**src/rtl/clint_timer.sv**
```systemverilog
// Core-local interruptor: msip, mtimecmp and a prescaled free-running mtime
// behind a single-cycle LSU request/response port.
module clint_timer #(
  parameter int unsigned CLK_FREQ   = 1_000_000_000,
  parameter int unsigned MTIME_FREQ = 1_000_000,
  parameter logic [31:0] BASE_ADDR  = 32'h0200_0000
) (
  input  logic        clk,
  input  logic        rst_n,
  input  logic        i_req_valid,
  input  logic        i_req_we,
  input  logic [31:0] i_req_addr,
  input  logic [31:0] i_req_wdata,
  input  logic [3:0]  i_req_wstrb,
  output logic        o_req_ready,
  output logic        o_rsp_valid,
  output logic [31:0] o_rsp_rdata,
  output logic        o_rsp_err,
  output logic        o_msip,
  output logic        o_mtip,
  output logic [63:0] o_mtime
);

  localparam int unsigned DIV = (MTIME_FREQ == 0) ? 0 : CLK_FREQ / MTIME_FREQ;
  localparam int unsigned PW  = (DIV > 1) ? $clog2(DIV) : 1;
  localparam logic [PW-1:0] PRESC_MAX = PW'(DIV - 1);

  localparam logic [15:0] OFF_MSIP     = 16'h0000;
  localparam logic [15:0] OFF_CMP_LO   = 16'h4000;
  localparam logic [15:0] OFF_CMP_HI   = 16'h4004;
  localparam logic [15:0] OFF_MTIME_LO = 16'hBFF8;
  localparam logic [15:0] OFF_MTIME_HI = 16'hBFFC;

  if (DIV < 1 || DIV * MTIME_FREQ != CLK_FREQ) begin : gBadDiv
    $error("clint_timer: CLK_FREQ must be a non-zero integer multiple of MTIME_FREQ");
  end

  logic [PW-1:0] presc_q, presc_d;
  logic [63:0]   mtime_q, mtime_d;
  logic [63:0]   mtimecmp_q, mtimecmp_d;
  logic          msip_q, msip_d;
  logic          mtip_q;
  logic          ready_q;
  logic          rspValid_q, rspValid_d;
  logic          rspErr_q, rspErr_d;
  logic [31:0]   rspRdata_q, rspRdata_d;

  logic [31:0] reqOff;
  logic        inWindow;
  logic        selMsip, selCmpLo, selCmpHi, selTimeLo, selTimeHi;
  logic        reqErr, accept, wrEn, tick;
  logic [31:0] rdMux;

  function automatic logic [31:0] mergeBytes(input logic [31:0] oldVal,
                                             input logic [31:0] newVal,
                                             input logic [3:0]  strb);
    logic [31:0] r;
    r = oldVal;
    for (int b = 0; b < 4; b++) begin
      if (strb[b]) r[8*b +: 8] = newVal[8*b +: 8];
    end
    return r;
  endfunction

  // Decode is relative to BASE_ADDR so a non-64K-aligned base still works.
  always_comb begin
    reqOff    = i_req_addr - BASE_ADDR;
    inWindow  = (i_req_addr >= BASE_ADDR) && (reqOff[31:16] == 16'h0000);
    selMsip   = inWindow && (reqOff[15:0] == OFF_MSIP);
    selCmpLo  = inWindow && (reqOff[15:0] == OFF_CMP_LO);
    selCmpHi  = inWindow && (reqOff[15:0] == OFF_CMP_HI);
    selTimeLo = inWindow && (reqOff[15:0] == OFF_MTIME_LO);
    selTimeHi = inWindow && (reqOff[15:0] == OFF_MTIME_HI);
    reqErr    = (i_req_addr[1:0] != 2'b00) ||
                !(selMsip || selCmpLo || selCmpHi || selTimeLo || selTimeHi);
    accept    = i_req_valid && ready_q;
    wrEn      = accept && i_req_we && !reqErr;

    rdMux = 32'h0;
    if (selMsip)   rdMux = {31'h0, msip_q};
    if (selCmpLo)  rdMux = mtimecmp_q[31:0];
    if (selCmpHi)  rdMux = mtimecmp_q[63:32];
    if (selTimeLo) rdMux = mtime_q[31:0];
    if (selTimeHi) rdMux = mtime_q[63:32];
  end

  // A software write to mtime overrides the tick increment for that cycle.
  always_comb begin
    tick       = (presc_q == PRESC_MAX);
    presc_d    = tick ? '0 : presc_q + 1'b1;
    mtime_d    = tick ? mtime_q + 64'd1 : mtime_q;
    mtimecmp_d = mtimecmp_q;
    msip_d     = msip_q;

    if (wrEn && selTimeLo)
      mtime_d = {mtime_q[63:32], mergeBytes(mtime_q[31:0], i_req_wdata, i_req_wstrb)};
    if (wrEn && selTimeHi)
      mtime_d = {mergeBytes(mtime_q[63:32], i_req_wdata, i_req_wstrb), mtime_q[31:0]};
    if (wrEn && selCmpLo)
      mtimecmp_d[31:0] = mergeBytes(mtimecmp_q[31:0], i_req_wdata, i_req_wstrb);
    if (wrEn && selCmpHi)
      mtimecmp_d[63:32] = mergeBytes(mtimecmp_q[63:32], i_req_wdata, i_req_wstrb);
    if (wrEn && selMsip && i_req_wstrb[0])
      msip_d = i_req_wdata[0];

    rspValid_d = accept;
    rspErr_d   = accept && reqErr;
    rspRdata_d = (accept && !i_req_we && !reqErr) ? rdMux : 32'h0;
  end

  always_ff @(posedge clk or negedge rst_n) begin
    if (!rst_n) begin
      presc_q    <= '0;
      mtime_q    <= 64'h0;
      mtimecmp_q <= 64'hFFFF_FFFF_FFFF_FFFF;
      msip_q     <= 1'b0;
      mtip_q     <= 1'b0;
      ready_q    <= 1'b0;
      rspValid_q <= 1'b0;
      rspErr_q   <= 1'b0;
      rspRdata_q <= 32'h0;
    end else begin
      presc_q    <= presc_d;
      mtime_q    <= mtime_d;
      mtimecmp_q <= mtimecmp_d;
      msip_q     <= msip_d;
      mtip_q     <= (mtime_q >= mtimecmp_q);
      ready_q    <= 1'b1;
      rspValid_q <= rspValid_d;
      rspErr_q   <= rspErr_d;
      rspRdata_q <= rspRdata_d;
    end
  end

  assign o_req_ready = ready_q;
  assign o_rsp_valid = rspValid_q;
  assign o_rsp_err   = rspErr_q;
  assign o_rsp_rdata = rspRdata_q;
  assign o_msip      = msip_q;
  assign o_mtip      = mtip_q;
  assign o_mtime     = mtime_q;

endmodule

```
**config.mk**
```make
export PLATFORM = sky130hd
export DESIGN_NAME = clint_timer
export DESIGN_NICKNAME = d
export VERILOG_FILES = /design/src/rtl/clint_timer.sv
export SDC_FILE = /design/constraint.sdc
export NUM_CORES = 1
export LEC_CHECK = 0
export CAP_MARGIN = 5
export CORE_MARGIN = 2
export CORE_UTILIZATION = 30
export CTS_CLUSTER_DIAMETER = 50
export DETAILED_ROUTE_END_ITERATION = 8
export PLACE_DENSITY_LB_ADDON = 0.08
export SLEW_MARGIN = 15
export SYNTH_ARGS = -nofsm -noshare
export SYNTH_HDL_FRONTEND = slang
export SYNTH_SLANG_ARGS = --single-unit
```
**constraint.sdc**
```tcl
create_clock -name clk -period 2.3 [get_ports clk]
set_input_delay 0.23 -clock clk [delete_from_list [all_inputs] [get_ports clk]]
set_output_delay 0.23 -clock clk [all_outputs]
set_load 0.01 [all_outputs]
```
== Yosys cells after proc, flatten, opt, wreduce, memory -nomap -nowiden ==
Cells that the tools add are included.

* Bits in registers: 175
* Input port bits: 72
* Output and inout bits: 101

* Add/sub/neg operators: 3
* $lt $le $gt $ge: 2
* Eq/ne operators: 14
* Mux-type cells: 14
* Bitwise gates (word level): 1
* Reductions and logical operators: 47

{| class="wikitable"
|+ Operators with widths
! cell !! number
|-
| 2-to-1 mux 64 bit || 3
|-
| 2-to-1 mux 32 bit || 5
|-
| adder 64 x 1 -> 64 bit (second input constant) || 1
|-
| >= comparator 64 bit || 1
|-
| equality test 16 x 15 -> 1 bit (second input constant) || 2
|-
| equality test 16 bit (second input constant) || 2
|-
| >= comparator 32 x 26 -> 1 bit (second input constant) || 1
|-
| logical NOT 16 bit || 2
|-
| 2-to-1 mux 8 bit || 4
|-
| subtractor 32 x 26 -> 32 bit (second input constant) || 1
|-
| AND reduction 3 bit || 8
|-
| logical AND 1 bit || 18
|-
| inequality test 2 bit (second input constant) || 8
|-
| AND reduction 2 bit || 8
|-
| adder 10 x 1 -> 10 bit (second input constant) || 1
|-
| equality test 10 bit (second input constant) || 1
|-
| 2-to-1 mux 10 bit || 1
|-
| nonzero test 2 bit || 3
|-
| logical OR 1 bit || 5
|-
| logical NOT 1 bit || 3
|-
| inequality test 2 x 1 -> 1 bit (second input constant) || 1
|-
| 2-to-1 mux 1 bit || 1
|-
| inverter 1 bit || 1
|}

== Logic depth before layout (Yosys ltp) ==
* Depth after elaboration: 15
* Gate-level depth with buffers: 11

== Least setup slack after synthesis ==
OpenSTA, ideal clock, no wires.

* Kind: reg-to-reg
* Start point: register mtime_q[0], in the netlist o_mtime[0]
* End point: register mtime_q[58], in the netlist o_mtime[58]
* Setup time: 0.139 ns
* Arrival: 2.299 ns
* Data required time: 2.161 ns
* Slack: -0.138 ns
* Cell stages (with the launch flop): 8
* Buffers on the path: 0
* Cell sequence: dfrtp_1 -> ha_1 -> nand4_1 -> or4_4 -> or3_1 -> o311a_2 -> a21oi_1 -> o21ai_0

* Cells in the longest elaborated chain, start to end: 4

{| class="wikitable"
|+ Ends and longest elaborated chain
! what !! RTL line !! RTL
|-
| start, declared || 39 || <nowiki>logic [63:0] mtime_q, mtime_d;</nowiki>
|-
| start signal, assigned || 124 || <nowiki>mtime_q <= mtime_d;</nowiki>
|-
| adder 64 x 1 -> 64 bit || 91 || <nowiki>mtime_d = tick ? mtime_q + 64'd1 : mtime_q;</nowiki>
|-
| 2-to-1 mux 64 bit || 91 ||
|-
| 2-to-1 mux 64 bit || 95 || <nowiki>if (wrEn && selTimeLo)</nowiki>
|-
| 2-to-1 mux 64 bit || 97 || <nowiki>if (wrEn && selTimeHi)</nowiki>
|}

Every way passes these cells. The select of a mux whose other input is x is not followed.
A chain may end at the register's enable or synchronous reset.

== Worst setup path after layout ==
* Start point: register mtime_q[44], in the netlist o_mtime[44]
* End point: register mtime_q[62], in the netlist o_mtime[62]

The elaborated chain is that of the path after synthesis.

==> impl.org <==
** Timing
- For the final database, setup skew stands at 0.0120 ns.
- Final setup violation count :: 1
- Top achievable clock speed :: 434 MHz
- RSZ-0062 raised after global routing :: true
- Final worst path period share :: 100%
- At the pin with the least slew margin, the transition time is 0.721 ns.
- Once routing completed, OpenROAD measured the worst setup slack at -0.00314 ns.
- Count of final max-slew check failures :: 0
- Max_slew headroom :: 51.9%
- Hold Vio Cnt, Final :: 0
- Minimum clock period after layout :: 2.30 ns

** Final layout
- With fillers left out, the area of the finished cells amounts to 17600 um^2.
- Highest-count cells in the layout ignoring fill and taps :: buf_4 (245), clkdlybuf4s50_1 (168), a21oi_1 (110)
- Relative to the synthesized area, the layout overhead comes to 51.0%.
- The filler cells instantiated in the layout total 3764.
- The library cell used most frequently in the layout, excluding fill and tap cells, is buf_4.
- Number of antenna cells inserted :: 0
- Summing all multi-input logic gate instances after layout gives 6960 um^2.
- Final layout net count :: 1821
- The post-route netlist has 33.8% of its cells at a drive strength greater than 1.
- Across the whole layout, storage elements account for 4470 um^2.

** Clocking
- H-tree Lvls :: 4
- CTS placed an instance of clkbuf_16 at the clock tree root.
- After clock tree synthesis, the clock-pin slew on the worst setup and hold paths is 0.08 ns.
- Buffers inserted during clock tree synthesis total 17.
- TritonCTS built the clock tree.
- For this design, the sink count on the clock tree is 175.
- CTS max path bufs :: 2
- For the worst-skew pair, the clock arrives at the later sink with an insertion delay of 0.46 ns.

** Critical path
- CP Capture Type :: flop
- On the worst path, the slowest cell contributes a delay of 0.59 ns.
- Chain of cells forming the critical path :: nand4_4 -> or3_4 -> or3_4 -> or4_4 -> o31ai_4 -> o221a_1
- Along the worst path, the maximum fanout reaches 4.
- Standard cell with the maximum stage delay on the critical path :: or4_4
- Most frequent CP cell :: or3_4
- At the worst endpoint, the required time is 2.70 ns.
- The worst setup path is launched from a flop.
- Critical path type :: reg -> reg
- Data arrival time of the critical path :: 2.71 ns

** Yosys
- Post-Syn Area :: 11600 um^2
- In this run, synthesis inferred 0 flip-flops with an integrated enable.
- After synthesis, the largest area contributor takes up 23.9% of total cell area.
- Synthesis produced a netlist with a net count of 1404.
- After synthesis, the cell types taking the most area are dfrtp_1 (24%), dfstp_2 (14%), ha_1 (7.2%).
- Library cell with the largest summed area after synthesis :: dfrtp_1
- In this run the mean area of a mapped cell was 9.19 um^2.
- Sequential fraction of the synthesis area :: 38.3%
- After synthesis, the netlist uses 83 different library cells.
- Counting flops with an async set or reset pin after synthesis yields a share of 100%.
- The synthesized design contains 175 register bits.
- Number of standard cells after synthesis :: 1265
- During synthesis, Yosys emitted a total of 0 warnings.
- In the synthesized netlist the dominant register cell turns out to be dfrtp_1.

** Placement
- The congestion estimate from routability-driven global placement came to 0.842.
- The wire-length estimate of the detail-placed layout is 34600 um.
- The count of buffers added on input and output ports is 172.
- Worst slack after detailed placement :: -0.770 ns
- Placed cell areas :: 15800 um^2

** GRT
- Largest net degree at the start of global routing :: 65
- GRT Resource Usage Total :: 22.7%
- Antenna violations before repair :: 0
- The via count of the first global-routing pass came to 11700.
- Wire length of the first global-routing pass :: 70900 um
- Global route overflow :: 0

** Routing
- Antenna Nets Post-Route :: 0
- First DRT Iteration DRCs :: 638
- Dividing the detail-routed via count by the number of cells gives 5.34.
- For this run, design rule violations remaining after detail routing come to 0.
- Dividing the detail-routed wire length by the instance count gives 21.6 um.
- Number of vias after detailed routing :: 11800
- First-pass iteration count of the detailed router :: 5
- For this block, the routed nets add up to 47800 um of wire.

** Power and ir drop
- Internal power comes to 5.10 mW.
- Per report_power, the combinational group accounts for 5.9% of the total.
- The worst-case IR drop observed on VDD is 0.499 mV.
- Net switching is 24.0% of the power.
- Power density of the placed cells :: 382 nW/um^2
- Static Leak :: 7.36 nW
- Register share of total power :: 45.9%
- P_sw :: 1.61 mW
- Clk pwr share :: 48.2%

** Floorplanning
- In this run the count of I/O pins placed on the die edge is 173.
- Die outline area :: 40400 um^2
- Measured along the x axis, the die boundary spans 201 um.
- Placeable core region :: 38500 um^2
- The initialized floorplan defines 72 standard-cell rows.
- Starting density of the core :: 30.2%
- The die is 201 um tall.

** Run status
- The flow ran to the end, but the final reports show violations.
- The final reports fail on setup timing.

** Hold path
- Min-delay worst type :: in -> reg

** Job
- The tool flagged a number of max-cap violations equal to 0.
## worst paths after layout
check,start,to,slack (ns),depth (start not counted)
setup / recovery,o_mtime[44],o_mtime[62],-0.003,6
hold / removal,i_req_addr[2],mtimecmp_q[52],0.32,3
setup reg to reg,o_mtime[44],o_mtime[62],-0.003,6
hold reg to reg,presc_q[0],presc_q[0],0.53,2
max in group asynchronous,rst_n,mtimecmp_q[52],1.17,3
min in group asynchronous,rst_n,o_rsp_rdata[2],0.35,2
## sequential cells by signal (all words and copies together), names as in the netlist
register,cells
o_mtip,1
o_rsp_valid,1
o_rsp_rdata,32
presc_q,10
o_msip,1
o_mtime,64
mtimecmp_q,64
o_req_ready,1
o_rsp_err,1
## cell type report
cell class / instances / share of cell area, %
clock inverters: 13 / 1.07
clock buffers: 19 / 2.52
multi-input cells: 927 / 39.6
well taps: 518 / 3.69
flip-flops and latches: 175 / 25.5
repair buffers: 472 / 25.7
inverters: 89 / 1.90
## kinds of logic (layout without fill, tap and decap cells)
logic type / Yosys count / after routing / share of synthesized area (%)
flops: 175 / 175 / 38.3
fa+ha+maj: 67 / 67 / 7.21
xor+xnor: 8 / 8 / 0.602
simple gates: 378 / 378 / 18.5
other cells: 1 / 1 / 0.0322
mux: 85 / 85 / 8.03
compound gates: 387 / 388 / 21.2
buf+inv: 164 / 593 / 6.06
## stage by stage
stage	hold slack (ns)	util [%]	TNS, ns	instances	power (mW)
finish	0.323	45.6	-0.00314	2213	6.72
global route	0.330	45.6	-0.369	2213	6.94
CTS	0.308	43.4	-0.225	2172	6.79
detailed placement	0.295	41.1	-87.63	2132	3.52
global placement	0.301	41.1	-90.44	2132	3.52
floorplan	-0.0656	-	0	1265	3.22
## what timing repair did
action	CTS	global route
cloned	0	9
hold endpoints to repair	48	0
pin swaps	17	33
endpoints found under the setup margin	159	109
setup buffers	7	32
hold buffers	1	0
gates resized for setup	42	94
## worst max-delay path: cells and delay by family, from the launching register on
kind            cells  cell delay, ns
simple gates        4            1.45
flops               1            0.41
compound gates      2            0.37
## layer usage
| metal | share of wire (%) | global-route usage, % | wire length [um] | up-vias |
|---|---|---|---|---|
| met1 | 49 | 32.4 | 23200 | 5894 |
| met4 | 2.1 | 6.64 | 992 | 0 |
| met2 | 46 | 36.1 | 21800 | 291 |
| met3 | 3.9 | 2.79 | 1850 | 43 |
| li1 | - | - | - | 5580 |
| met5 | 0 | 0 | 0 | - |
## synthesized netlist by cell type (13+ instances only)
master	instances
a21oi_1	115
dfrtp_1	111
o21ai_0	101
inv_1	88
nand2_1	87
ha_1	67
dfstp_2	64
nor2_1	63
mux2_2	60
clkbuf_1	48
nand3_1	43
and3_1	40
nand4_1	37
a32oi_1	34
nor3_1	25
mux2i_1	19
a22oi_1	15
nor4_1	14
o211ai_1	14
and4_1	13
buf_2	13
## power by group through the flow
stage	sequential [mW]	combinational, mW	clock, mW
after floorplan	3.14	0.0783	0
after global placement	3.14	0.383	0
after detailed placement	3.14	0.383	0
after CTS	3.09	0.394	3.31
after global routing	3.08	0.426	3.43
final	3.09	0.394	3.24
No activity file was read; power rests on OpenSTA's default activity.
